--- config.mk ---
export PLATFORM = sky130hd
export DESIGN_NAME = if_stage_n
export DESIGN_NICKNAME = d
export VERILOG_FILES = /design/src/rtl/if_stage_n_pkg.sv /design/src/rtl/if_discard_cnt.sv /design/src/rtl/if_stage_n.sv
export SDC_FILE = /design/constraint.sdc
export NUM_CORES = 1
export LEC_CHECK = 0
export ABC_AREA = 1
export CAP_MARGIN = 20
export CORE_MARGIN = 5
export CORE_UTILIZATION = 37
export DETAILED_ROUTE_END_ITERATION = 16
export PLACE_DENSITY = 0.77
export SLEW_MARGIN = 5
export SYNTH_ARGS = -nofsm -noshare
export SYNTH_HDL_FRONTEND = slang
export SYNTH_SLANG_ARGS = --single-unit
--- constraint.sdc ---
create_clock -name clk -period 1.8 [get_ports clk]
set_input_delay 0.36 -clock clk [delete_from_list [all_inputs] [get_ports clk]]
set_output_delay 0.36 -clock clk [all_outputs]
set_load 0.02 [all_outputs]
--- src/rtl/if_stage_n_pkg.sv ---
// rtl/if_stage_n_pkg.sv - shared types and constants for the instruction fetch stage
package if_stage_n_pkg;

    typedef enum logic [1:0] {
        S_IDLE = 2'd0,
        S_REQ  = 2'd1,
        S_WAIT = 2'd2,
        S_DONE = 2'd3
    } fetch_state_e;

    localparam int DEF_ADDR_W  = 32;
    localparam int DEF_FETCH_W = 2;
    localparam int DEF_PR_W    = 33;

    // Bit n set means a fetch packet of n instructions is supported (1, 2, 4)
    localparam logic [4:0] FETCH_W_LEGAL = 5'b10110;

    typedef struct packed {
        logic [DEF_ADDR_W-1:0]     pc;
        logic [32*DEF_FETCH_W-1:0] inst;
        logic [DEF_FETCH_W-1:0]    lane_vld;
        logic [DEF_PR_W-1:0]       pr;
    } fetch_pkt_t;

    function automatic logic fetch_w_ok(input int fw);
        return (fw >= 1) && (fw <= 4) && FETCH_W_LEGAL[3'(fw)];
    endfunction

endpackage

--- src/rtl/if_discard_cnt.sv ---
// rtl/if_discard_cnt.sv - count of issued RAM requests whose responses must be dropped
module if_discard_cnt #(
    parameter int MAX_OUT = 2
) (
    input  logic clk,
    input  logic rst_n,
    input  logic inc_i,
    input  logic dec_i,
    output logic full_o,
    output logic empty_o
);

    logic [1:0] cnt_q, cnt_d;

    assign full_o  = (cnt_q == 2'(MAX_OUT));
    assign empty_o = (cnt_q == 2'd0);

    // Concurrent increment and decrement cancel; both ends saturate
    always_comb begin
        cnt_d = cnt_q;
        if (inc_i && !dec_i && !full_o) begin
            cnt_d = cnt_q + 2'd1;
        end else if (dec_i && !inc_i && !empty_o) begin
            cnt_d = cnt_q - 2'd1;
        end
    end

    // Counter register
    always_ff @(posedge clk) begin
        if (!rst_n) begin
            cnt_q <= 2'd0;
        end else begin
            cnt_q <= cnt_d;
        end
    end

endmodule

--- src/rtl/if_stage_n.sv ---
// rtl/if_stage_n.sv - single-packet instruction fetch stage with flush-safe RAM tracking
module if_stage_n
    import if_stage_n_pkg::*;
#(
    parameter int ADDR_W  = 32,
    parameter int FETCH_W = 2,
    parameter int PR_W    = 33,
    parameter int MAX_OUT = 2
) (
    input  logic                  clk,
    input  logic                  rst_n,
    input  logic                  pre_to_now_valid_i,
    input  logic [ADDR_W-1:0]     pc_i,
    output logic                  now_allowin_o,
    input  logic                  next_allowin_i,
    output logic                  now_to_next_valid_o,
    input  logic                  excep_flush_i,
    input  logic                  other_flush_i,
    input  logic                  pr_valid_i,
    input  logic [PR_W-1:0]       pr_data_i,
    output logic                  ram_req_o,
    output logic [ADDR_W-1:0]     ram_addr_o,
    input  logic                  ram_addr_ok_i,
    input  logic                  ram_data_ok_i,
    input  logic [32*FETCH_W-1:0] ram_rdata_i,
    output logic [ADDR_W-1:0]     to_next_pc_o,
    output logic [32*FETCH_W-1:0] to_next_inst_o,
    output logic [FETCH_W-1:0]    to_next_lane_vld_o,
    output logic [PR_W-1:0]       to_next_pr_o,
    output logic [ADDR_W-1:0]     to_pre_seq_pc_o
);

    localparam int                DATA_W     = 32 * FETCH_W;
    localparam logic [ADDR_W-1:0] PKT_BYTES  = ADDR_W'(FETCH_W * 4);
    localparam logic [ADDR_W-1:0] ALIGN_MASK = ~(ADDR_W'(FETCH_W * 4 - 1));
    localparam logic [ADDR_W-1:0] LANE_MASK  = ADDR_W'(FETCH_W - 1);

    if (!fetch_w_ok(FETCH_W) || MAX_OUT < 1 || MAX_OUT > 3) begin : g_bad_param
        $error("if_stage_n: illegal FETCH_W or MAX_OUT");
    end

    fetch_state_e        state_q, state_d;
    logic [ADDR_W-1:0]   pc_q, pc_d;
    logic [DATA_W-1:0]   inst_q, inst_d;
    logic [PR_W-1:0]     pr_buf_q, pr_buf_d;
    logic                pr_buf_vld_q, pr_buf_vld_d;

    logic                flush, resident, leaving, accept;
    logic                addr_hs, flush_addr_hs, data_hit, pr_load;
    logic                cnt_inc, cnt_dec, cnt_full, cnt_empty;
    logic [ADDR_W-1:0]   pc_aligned, word_idx;
    logic [FETCH_W-1:0]  lane_vld;

    // Both flush sources have the same effect on the stage
    assign flush         = excep_flush_i | other_flush_i;
    assign resident      = (state_q != S_IDLE);
    assign leaving       = now_to_next_valid_o & next_allowin_i;
    assign accept        = pre_to_now_valid_i & now_allowin_o & ~flush;
    assign addr_hs       = ram_req_o & ram_addr_ok_i;
    // A request the RAM took in the same cycle we flushed still returns data
    assign flush_addr_hs = flush & (state_q == S_REQ) & ~cnt_full & ram_addr_ok_i;
    assign data_hit      = (state_q == S_WAIT) & ram_data_ok_i & cnt_empty;
    // A response landing in the flush cycle is consumed now, so it is not counted
    assign cnt_inc       = flush & (((state_q == S_WAIT) & ~data_hit) | flush_addr_hs);
    assign cnt_dec       = ram_data_ok_i & ~cnt_empty;
    assign pr_load       = pr_valid_i & resident & ~leaving & ~flush;

    if_discard_cnt #(
        .MAX_OUT (MAX_OUT)
    ) u_discard_cnt (
        .clk     (clk),
        .rst_n   (rst_n),
        .inc_i   (cnt_inc),
        .dec_i   (cnt_dec),
        .full_o  (cnt_full),
        .empty_o (cnt_empty)
    );

    // FSM state register
    always_ff @(posedge clk) begin
        if (!rst_n) begin
            state_q <= S_IDLE;
        end else begin
            state_q <= state_d;
        end
    end

    // FSM next state; flush overrides every transition
    always_comb begin
        state_d = state_q;
        unique case (state_q)
            S_IDLE: if (accept) state_d = S_REQ;
            S_REQ:  if (addr_hs) state_d = S_WAIT;
            S_WAIT: if (data_hit) state_d = S_DONE;
            S_DONE: if (next_allowin_i) state_d = accept ? S_REQ : S_IDLE;
            default: state_d = S_IDLE;
        endcase
        if (flush) begin
            state_d = S_IDLE;
        end
    end

    // FSM outputs; requests are withheld while flushing or while the discard counter is full
    always_comb begin
        now_allowin_o       = (state_q == S_IDLE) | ((state_q == S_DONE) & next_allowin_i);
        now_to_next_valid_o = (state_q == S_DONE);
        ram_req_o           = (state_q == S_REQ) & ~cnt_full & ~flush;
    end

    // Packet datapath next state: pc, instruction buffer, predictor buffer
    always_comb begin
        pc_d         = accept ? pc_i : pc_q;
        inst_d       = (data_hit && !flush) ? ram_rdata_i : inst_q;
        pr_buf_d     = pr_load ? pr_data_i : pr_buf_q;
        pr_buf_vld_d = pr_buf_vld_q;
        if (leaving || flush) begin
            pr_buf_vld_d = 1'b0;
        end else if (pr_load) begin
            pr_buf_vld_d = 1'b1;
        end
    end

    // Packet datapath registers
    always_ff @(posedge clk) begin
        if (!rst_n) begin
            pc_q         <= '0;
            inst_q       <= '0;
            pr_buf_q     <= '0;
            pr_buf_vld_q <= 1'b0;
        end else begin
            pc_q         <= pc_d;
            inst_q       <= inst_d;
            pr_buf_q     <= pr_buf_d;
            pr_buf_vld_q <= pr_buf_vld_d;
        end
    end

    assign pc_aligned = pc_q & ALIGN_MASK;
    assign word_idx   = (pc_q >> 2) & LANE_MASK;

    // Lanes before the entry word of the packet are not valid
    always_comb begin
        lane_vld = '0;
        for (int i = 0; i < FETCH_W; i++) begin
            lane_vld[i] = (ADDR_W'(i) >= word_idx);
        end
    end

    assign ram_addr_o         = resident ? pc_aligned : '0;
    assign to_pre_seq_pc_o    = resident ? (pc_aligned + PKT_BYTES) : '0;
    assign to_next_pc_o       = resident ? pc_q : '0;
    assign to_next_inst_o     = resident ? inst_q : '0;
    assign to_next_lane_vld_o = resident ? lane_vld : '0;
    assign to_next_pr_o       = (pr_valid_i && resident) ? pr_data_i :
                                (pr_buf_vld_q ? pr_buf_q : '0);

endmodule

# Word-level counts from Yosys, hierarchy flattened
# Index checks and enable logic that the tools add are counted.
# totals
ram_bits	0
input_bits	138
register_bits	134
n_memories	0
latchBits	0
rom_bits	0
# classes
shifts	0
add_sub_neg	3
bitwise_logic	26
mul	0
div_mod_pow	0
reduce_logical	19
n_mux	15
order_cmp	2
eq_ne	8
# op_table
op	n
32-bit two-way mux	3
33-bit two-way mux	2
64-bit two-way mux	1
32-bit by 4-bit adder with 32-bit output (second input constant)	1
1-bit AND	17
2-bit two-way mux	7
2-bit inequality test (second input constant)	4
2-bit one-hot mux with 4 select lines	1
2-bit == test (second input constant)	3
1-bit logical AND	6
1-bit NOT	6
1-bit logical NOT	5
2-bit logical NOT	2
4-bit AND reduction	1
2-bit nonzero test	2
2-bit OR reduction	2
1-bit bitwise OR	3
2-bit by 1-bit adder with 2-bit output (second input constant)	1
2-bit by 1-bit == test with 1-bit output (second input constant)	1
1-bit >= comparator (first input constant)	2
2-bit by 1-bit subtractor with 2-bit output (second input constant)	1
1-bit logical OR	1
1-bit two-way mux	1

# Logic depth before layout (Yosys ltp)
# Gate-level depths: netlist of run 1.
# depth
word_depth	12
depth_mapped	13
mapped_depth_nobuf	13

# Cells and area by module
# Synthesis of run 1 repeated with hierarchy kept, for this count alone.
# unflattened
hier_cells	1089
area_unflattened_um2	7064.3
# modules_own_cells
module	cells_per_inst	instances	area_each_um2	seq_area_each_um2
if_stage_n	1068	1	6935.4	2642.5
if_discard_cnt	21	1	128.9	40.0

# Least setup slack after synthesis of run 1
# No wires, ideal clock.
# synth_path
kind	flip-flop to output port
start	reg state_q[0]
end	out to_pre_seq_pc_o[9]
slack_ps	-350
path_buffers	2
path_stages_with_launch	8
arrival_time_ps	1790
t_required_ps	1440
cell_sequence	dfxtp_1 > inv_1 > ha_1 > buf_4 > clkbuf_1 > nor2_1 > a21oi_1 > a21oi_1
# synth_between
elab_chain_cells	2
# synth_lines
element	line	text
start, declared	if_stage_n.sv:42	fetch_state_e state_q, state_d;
start signal, assigned	if_stage_n.sv:84	state_q <= state_d;
2-bit nonzero test	if_stage_n.sv:56	assign resident = (state_q != S_IDLE);
32-bit two-way mux	if_stage_n.sv:150	assign to_pre_seq_pc_o = resident ? (pc_aligned + PKT_BYTES) : '0;
end, declared	if_stage_n.sv:30	output logic [ADDR_W-1:0] to_pre_seq_pc_o
# Every way passes these cells.

# Final worst setup path of run 1
# layout_path
start	reg pc_q[23]
end	out to_pre_seq_pc_o[28]
# layout_between
elab_chain_cells	2
# layout_lines
element	line	text
start, declared	if_stage_n.sv:43	logic [ADDR_W-1:0] pc_q, pc_d;
start signal, assigned	if_stage_n.sv:131	pc_q <= pc_d;
32-bit by 4-bit adder with 32-bit output	if_stage_n.sv:150	
32-bit two-way mux	if_stage_n.sv:150	
# Every way passes these cells.

==> summary.md, run 1 <==
| Metric | Value |
|---|---|
| Simple-Gate Fraction of Synth Area | 26.78% |
| Fraction of layout cells with a size suffix above 1 | 50.86% |
| Total Routed Length | roughly 40 mm |
| WS Path Type | reg -> out |
| Initial antenna violation count | 0 |
| Mean Syn Cell Area | 6.603 sq um |
| Post-DP HPWL | approximately 20 mm |
| Max-cap viol count | 0 |
| Most frequent cells in the layout | 215 x buf_6, 161 x buf_4, 136 x clkdlybuf4s50_1 |
| Pwr dens | 530.8 nW/um^2 |
| Clk pwr share | between 40 and 50% |
| Core area | roughly 19000 sq um |
| Register area | 2741 sq um |
| Clock slew at reported path FFs | 0.06 ns |
| Routed WL per cell | between 20 and 25 um |
| Cts-stage hold buffer count | 0 |
| Skew-Pair Late Insertion Delay | 0.42 ns |
| Via/cell ratio | about 5.5 |
| Port-buffer cells | roughly 330 |
| Starting density of the core | 37.44% |
| Final setup vio count | 257 |
| Die Span Y | 147.3 um |
| H-tree levels | 4 |
| Cell Area, Synth | between 6000 and 7000 sq um |
| Critical path fanouts, max | 3 |
| Final setup margin | -0.7423 ns |
| Final Non-Filler Cells | 1803 |
| Compound-cell area share of the yosys netlist | 18.27% |
| CP Capture Type | primary output |
| Distinct cells, synth | 33 |
| Async S/R FF share, synth | 0% |
| Failing checks | negative setup slack |
| Slew Viols, Final | 0 |
| Filler cells | around 950 |
| Register area share after synthesis | 38.44% |
| Total Nets Final | between 1500 and 2000 |
| Area delta synth->final | 122.0% |
| Clock root buffer master | clkbuf_16 |
| Adder-Cell Fraction of Synth Area | less than 1% |
| Net switching power | 2146 uW |
| RSZ-0062 raised after global routing | true |
| Pin count of the biggest net entering global routing | between 60 and 70 |
| Seq pwr share | 37.5% |
| Leak Pwr | ~0.0064 uW |
| Placed Area | 11610 sq um |
| Via count | a little under 10000 |
| TritonCTS clock tree | yes |
| Fin. Hold Viols | 0 |
| Antenna diode count | 0 |
| Multi-input gate area | 5012 sq um |
| DP Worst Slack | -0.5974 ns |
| Worst hold margin | 0.3573 ns |
| Switching share of power | 26.09% |
| Cell count after synthesis | ~1100 |
| DR iter-0 viols | 675 |
| FF+latch count, synth | 134 |
| DR pass1 iterations | 5 |
| Number of synthesized flops with an enable pin | 0 |
| Top FF cell, synth | dfxtp_1 |
| First-pass GRT wire length | 43.70 mm |
| CP required | 1.44 ns |
| GRT overflow | 0 |
| CTS sink cnt | 134 |
| Number of CTS-inserted buffers | 17 |
| Total Routing Usage GR | 24.94% |
| R2R Setup Slk | -0.27 ns |
| Post-route cell area | 15500 sq um |
| Antenna-violating nets left | 0 |
| Int Power | 6079 uW |
| Placed cells | 1668 |
| I/O pin count | 336 |
| Final period util | 141.2% |
| Clock skew | 0.01267 ns |
| Fin crit period | about 2.5 ns |
| Worst VDD drop | 619.8 uV |
| Multiplexer area fraction after synthesis | 0% |
| DRC viols | 0 |
| Largest family of logic cells by synthesized area | simple AND/OR/NAND/NOR gates |
| Fmax | 393.3 MHz |
| Combinational share of power | 16.6% |
| GPL Wtd Cong | 0.9405 |
| Die area | around 22000 sq um |
| Yosys warnings | 0 |
| Clock Path Buffers | 2 |
| Outcome | complete, but fails checks |
| DIE WIDTH | 147.3 um |
| Commonest non-fill, non-tap cell in the layout | buf_6 |
| Worst Hold Class | in -> reg |
| Row cnt | 50 |
| Data arrival, critical path | between 2 and 2.5 ns |
| Xor-xnor portion of the synthesized cell area | 1.004% |
| Worst setup SP type | flip-flop |
| Vias in the first global route | around 8600 |
per-stage QoR:
stage          util, %  power [uW]  TNS [ns]
2_1_floorplan        -        3511    -3.409
3_3_place_gp     62.26        4073    -79.10
3_5_place_dp     62.26        4090    -87.76
4_1_cts          68.25        7848    -56.60
5_1_grt          83.12        8419    -74.08
6_report         83.12        8225    -60.68
cell type report:
class                   count  area share [%]
inverters                 124           3.238
clock buffers              20           2.883
repair buffers            572           40.33
clock inverters            11           1.122
flip-flops and latches    134           17.69
multi-input cells         703           32.35
repair inverters            5          0.5006
well taps                 234           1.889
cells in the mapped netlist (3+ instances only):
| master | instances | area, sq um |
|---|---|---|
| xor2_1 | 8 | 70.07 |
| nor2_4 | 4 | 45.04 |
| nand2_2 | 4 | 25.02 |
| inv_2 | 6 | 22.52 |
| nand3_2 | 3 | 30.03 |
| nand4_1 | 7 | 43.79 |
| o21ai_1 | 7 | 35.03 |
| ha_1 | 5 | 62.56 |
| clkbuf_1 | 45 | 168.9 |
| buf_4 | 39 | 292.8 |
| inv_1 | 116 | 435.4 |
| nor2_1 | 204 | 765.7 |
| nor2_2 | 3 | 18.77 |
| nand3_1 | 51 | 255.2 |
| nor3_1 | 15 | 75.07 |
| a21oi_1 | 109 | 545.5 |
| dfxtp_1 | 134 | 2683 |
| nor3_2 | 4 | 40.04 |
| o21ai_0 | 131 | 655.6 |
| buf_1 | 6 | 22.52 |
| nand2_1 | 131 | 491.7 |
| buf_2 | 10 | 50.05 |
kinds of logic (layout without fill, tap and decap cells):
group | after synthesis | in the layout
xor+xnor | 8 | 8
other cells | 1 | 6
fa+ha+maj | 5 | 5
buf+inv | 225 | 732
compound gates | 252 | 252
simple gates | 432 | 432
flops | 134 | 134
critical path, cell delays in order (launching register included):
cell and delay, ns:
dfxtp_1 0.40, inv_1 0.12, nor3_4 0.26, nand4_1 0.18, nor2_2 0.22, nand2_1 0.11, nand2_1 0.08, nand2_1 0.07
nor2_1 0.15, buf_4 0.18
what timing repair did:
item                                    4_1_cts  5_1_grt
pin swaps                                    53      143
cloned                                        7       24
gates resized for setup                     798      836
endpoints found under the hold margin         0        0
buffers inserted                             16       60
endpoints found under the setup margin      223      215
registers in the layout, indices dropped and copies added, names as in the netlist:
register / count
inst_q: 64
pr_buf_q: 33
pc_q: 32
state_q: 2
u_discard_cnt.cnt_q: 2
pr_buf_vld_q: 1
path summary, 6_finish.rpt:
check | endpoint | from | cells past startpoint
hold reg to reg | pr_buf_q[25] | pr_buf_q[25] | 2
setup reg to reg | pr_buf_q[8] | state_q[1] | 12
hold / removal | pc_q[17] | rst_n | 3
setup / recovery | to_pre_seq_pc_o[28] | pc_q[23] | 9
routing by layer:
metal / up-vias / track usage [%] / wire, um
li1: 4346 / - / -
met1: 4682 / 27.94 / 13520
met2: 647 / 44.03 / 19570
met3: 220 / 6.107 / 3451
met4: 0 / 12.58 / 2995
met5: - / 0 / 0
power by group through the flow:
stage                     clock network [uW]  registers (uW)  logic [uW]
final                                   3770            3090        1370
after floorplan                            0            3130         382
after CTS                               3740            3070        1030
after detailed placement                   0            3130         960
after global routing                    3890            3090        1440
after global placement                     0            3130         946
(Power assumes the default switching activity.)
==> inputs of run 2 (changes only) <==
==> constraint.sdc (replaced) <==
create_clock -name clk -period 1.8 [get_ports clk]
set_input_delay 0.36 -clock clk [delete_from_list [all_inputs] [get_ports clk]]
set_output_delay 0.36 -clock clk [all_outputs]
set_load 0.01 [all_outputs]
==> run 2 against run 1 <==
Net effect: the run still ends with negative setup slack left; global-route usage down 0.35 points; sequential share of layout area rose by 1.5 points; non-clock buffer count decreased by 11.
==> summary.md, run 2 (synthesis results as in run 1) <==
| Metric | Value |
|---|---|
| Outcome | complete, but fails checks |
| Failing checks | negative setup slack |
| Post-DP HPWL | 19.53 mm (-2.2%) |
| Via count | 9345 (-5.6%) |
| Placed cells | 1662 (-0.36%) |
| Starting density of the core | 37.44% (unchanged) |
| CP Capture Type | primary output |
| Critical path fanouts, max | 3 (unchanged) |
| Initial antenna violation count | 0 (unchanged) |
| Data arrival, critical path | 2.00 ns (-0.18 ns) |
| Final setup vio count | 256 (-0.39%) |
| Overall Power | 8049 uW (-2.1%) |
| H-tree levels | 4 (unchanged) |
| M3 GR Usage | 5.182% (-0.93 points) |
| Die area | 21710 sq um (unchanged) |
| Clock slew at reported path FFs | 0.06 ns (about the same) |
| Util after Layout | 76.85% (-6.3 points) |
| Fraction of layout cells with a size suffix above 1 | 47.27% (-3.6 points) |
| Via/cell ratio | 5.218 (-4.9%) |
| Clock Path Buffers | 2 (unchanged) |
| Final period util | 131.0% (-10 points) |
| GRT overflow | 0 (unchanged) |
| Fmax | 424.2 MHz (+7.8%) |
| Slew Viols, Final | 0 (unchanged) |
| Antenna-violating nets left | 0 (unchanged) |
| WS Path Type | reg -> out |
| Core area | 18640 sq um (unchanged) |
| Number of CTS-inserted buffers | 17 (unchanged) |
| Pin count of the biggest net entering global routing | 65 (+3.2%) |
| Final Non-Filler Cells | 1791 (-0.67%) |
| Regs by FF count | inst_q (64), pr_buf_q (33), pc_q (32) |
| Clock root buffer master | clkbuf_16 |
| Cts-stage hold buffer count | 0 (unchanged) |
| Fin crit period | 2.358 ns (-0.1847 ns) |
| I/O pin count | 336 (unchanged) |
| Routed WL per cell | 18.72 um (-15%) |
| Worst VDD drop | 614.2 uV (-0.90%) |
| Met2 Use GR | 44.47% (+0.44 points) |
| DIE WIDTH | 147.3 um (unchanged) |
| Total Routing Usage GR | 24.59% (-0.35 points) |
| Largest register by flop count | inst_q |
| TritonCTS clock tree | yes |
| Max reg flops | 64 (unchanged) |
| Area delta synth->final | 105.3% |
| DR iter-0 viols | 636 (-5.8%) |
| First-pass GRT wire length | 43.55 mm (-0.36%) |
| DRC viols | 0 (unchanged) |
| GR peak layer | met2 |
| Leak Pwr | 0.006215 uW (-2.9%) |
| Skew-Pair Late Insertion Delay | 0.41 ns (about the same) |
| DR pass1 iterations | 5 (unchanged) |
| Total Nets Final | 1687 (-0.76%) |
| Vias in the first global route | 8545 (-0.88%) |
| Worst Hold Class | in -> reg |
| Row cnt | 50 (unchanged) |
| Worst setup SP type | flip-flop |
| CTS sink cnt | 134 (unchanged) |
| Port-buffer cells | 329 (unchanged) |
| Total Routed Length | 33.53 mm (-15%) |
| RSZ-0062 raised after global routing | true |
| Final setup margin | -0.5576 ns (+0.1847 ns) |
| Die Span Y | 147.3 um (unchanged) |
| Most frequent cells in the layout | 154 x buf_6, 137 x buf_4, 136 x clkdlybuf4s50_1 |
| Max-cap viol count | 0 (unchanged) |
| GR Util met1 | 27.54% (-0.40 points) |
| CP required | 1.44 ns (about the same) |
| Commonest non-fill, non-tap cell in the layout | buf_6 |
| Clock skew | 0.005436 ns (-0.007235 ns) |
| Antenna diode count | 0 (unchanged) |
| Fin. Hold Viols | 0 (unchanged) |
| GPL Wtd Cong | 0.9192 (-2.3%) |
| Pwr dens | 561.9 nW/um^2 (+5.9%) |
run 2: cell types whose count changed in the layout (fill, tap and decap cells not counted), moves of 11 or more:
| cell | previous run | this run |
|---|---|---|
| buf_2 | 2 | 85 |
| buf_6 | 215 | 154 |
| nor2_4 | 114 | 79 |
| nor2_1 | 79 | 107 |
| buf_4 | 161 | 137 |
| o21ai_0 | 106 | 121 |
| clkbuf_16 | 36 | 25 |
| o21ai_1 | 22 | 11 |
run 2: worst paths after layout:
check                                 from             endpoint  slack [ns]  depth (start not counted)
worst max-delay path               pc_q[4]  to_pre_seq_pc_o[19]       -0.56                         10
worst min-delay path                 rst_n            inst_q[9]        0.33                          3
worst max register to register  state_q[1]             pc_q[27]       -0.24                         11
worst min register to register   inst_q[9]            inst_q[9]        0.46                          2
run 2: area by class of cell:
type | instances | area [sq um]
repair inverters | 3 | 52.55
clock inverters | 12 | 165.2
fillers | 1182 | 4317
inverters | 124 | 509.2
multi-input cells | 703 | 4578
well taps | 234 | 292.8
flip-flops and latches | 134 | 2744
repair buffers | 561 | 5518
clock buffers | 20 | 466.7
run 2: repair_timing:
item | in CTS | in global routing
gates cloned | 10 | 8
buffers inserted | 38 | 52
setup endpoints to repair | 209 | 240
pin swaps | 77 | 118
resized for setup | 715 | 630
run 2: critical path, cell delays in order, from the launching register on:
cell and delay [ns]:
dfxtp_2 0.36, ha_4 0.15, nand2_4 0.06, nor2_4 0.11
nand2_4 0.08, nor2_4 0.13, nand3_4 0.10, buf_6 0.13
xor2_2 0.14, nor2_1 0.14, buf_2 0.18
run 2: where the power goes:
part / internal (uW) / switching (uW) / total, uW
Clock: 2310 / 1410 / 3730
Sequential: 3020 / 65.8 / 3080
Combinational: 664 / 572 / 1240
run 2: per-stage QoR:
step	worst slack (ns)	cell area (sq um)	setup TNS (ns)	hold WS, ns
after floorplan	-0.03840	7136	-0.5867	0.4303
after global placement	-0.6653	11300	-57.66	0.4382
after detailed placement	-0.6703	11300	-64.68	0.4418
after CTS	-0.4820	12440	-53.74	0.3231
after global routing	-0.6265	14330	-76.76	0.3400
final	-0.5576	14330	-58.99	0.3323
run 2: layer usage:
metal  vias to the layer above  part of all wire (%)
li1                       4317                     -
met5                         -                     0
met3                       125                   6.6
met1                      4417                    36
met2                       486                    52
met4                         0                   4.9
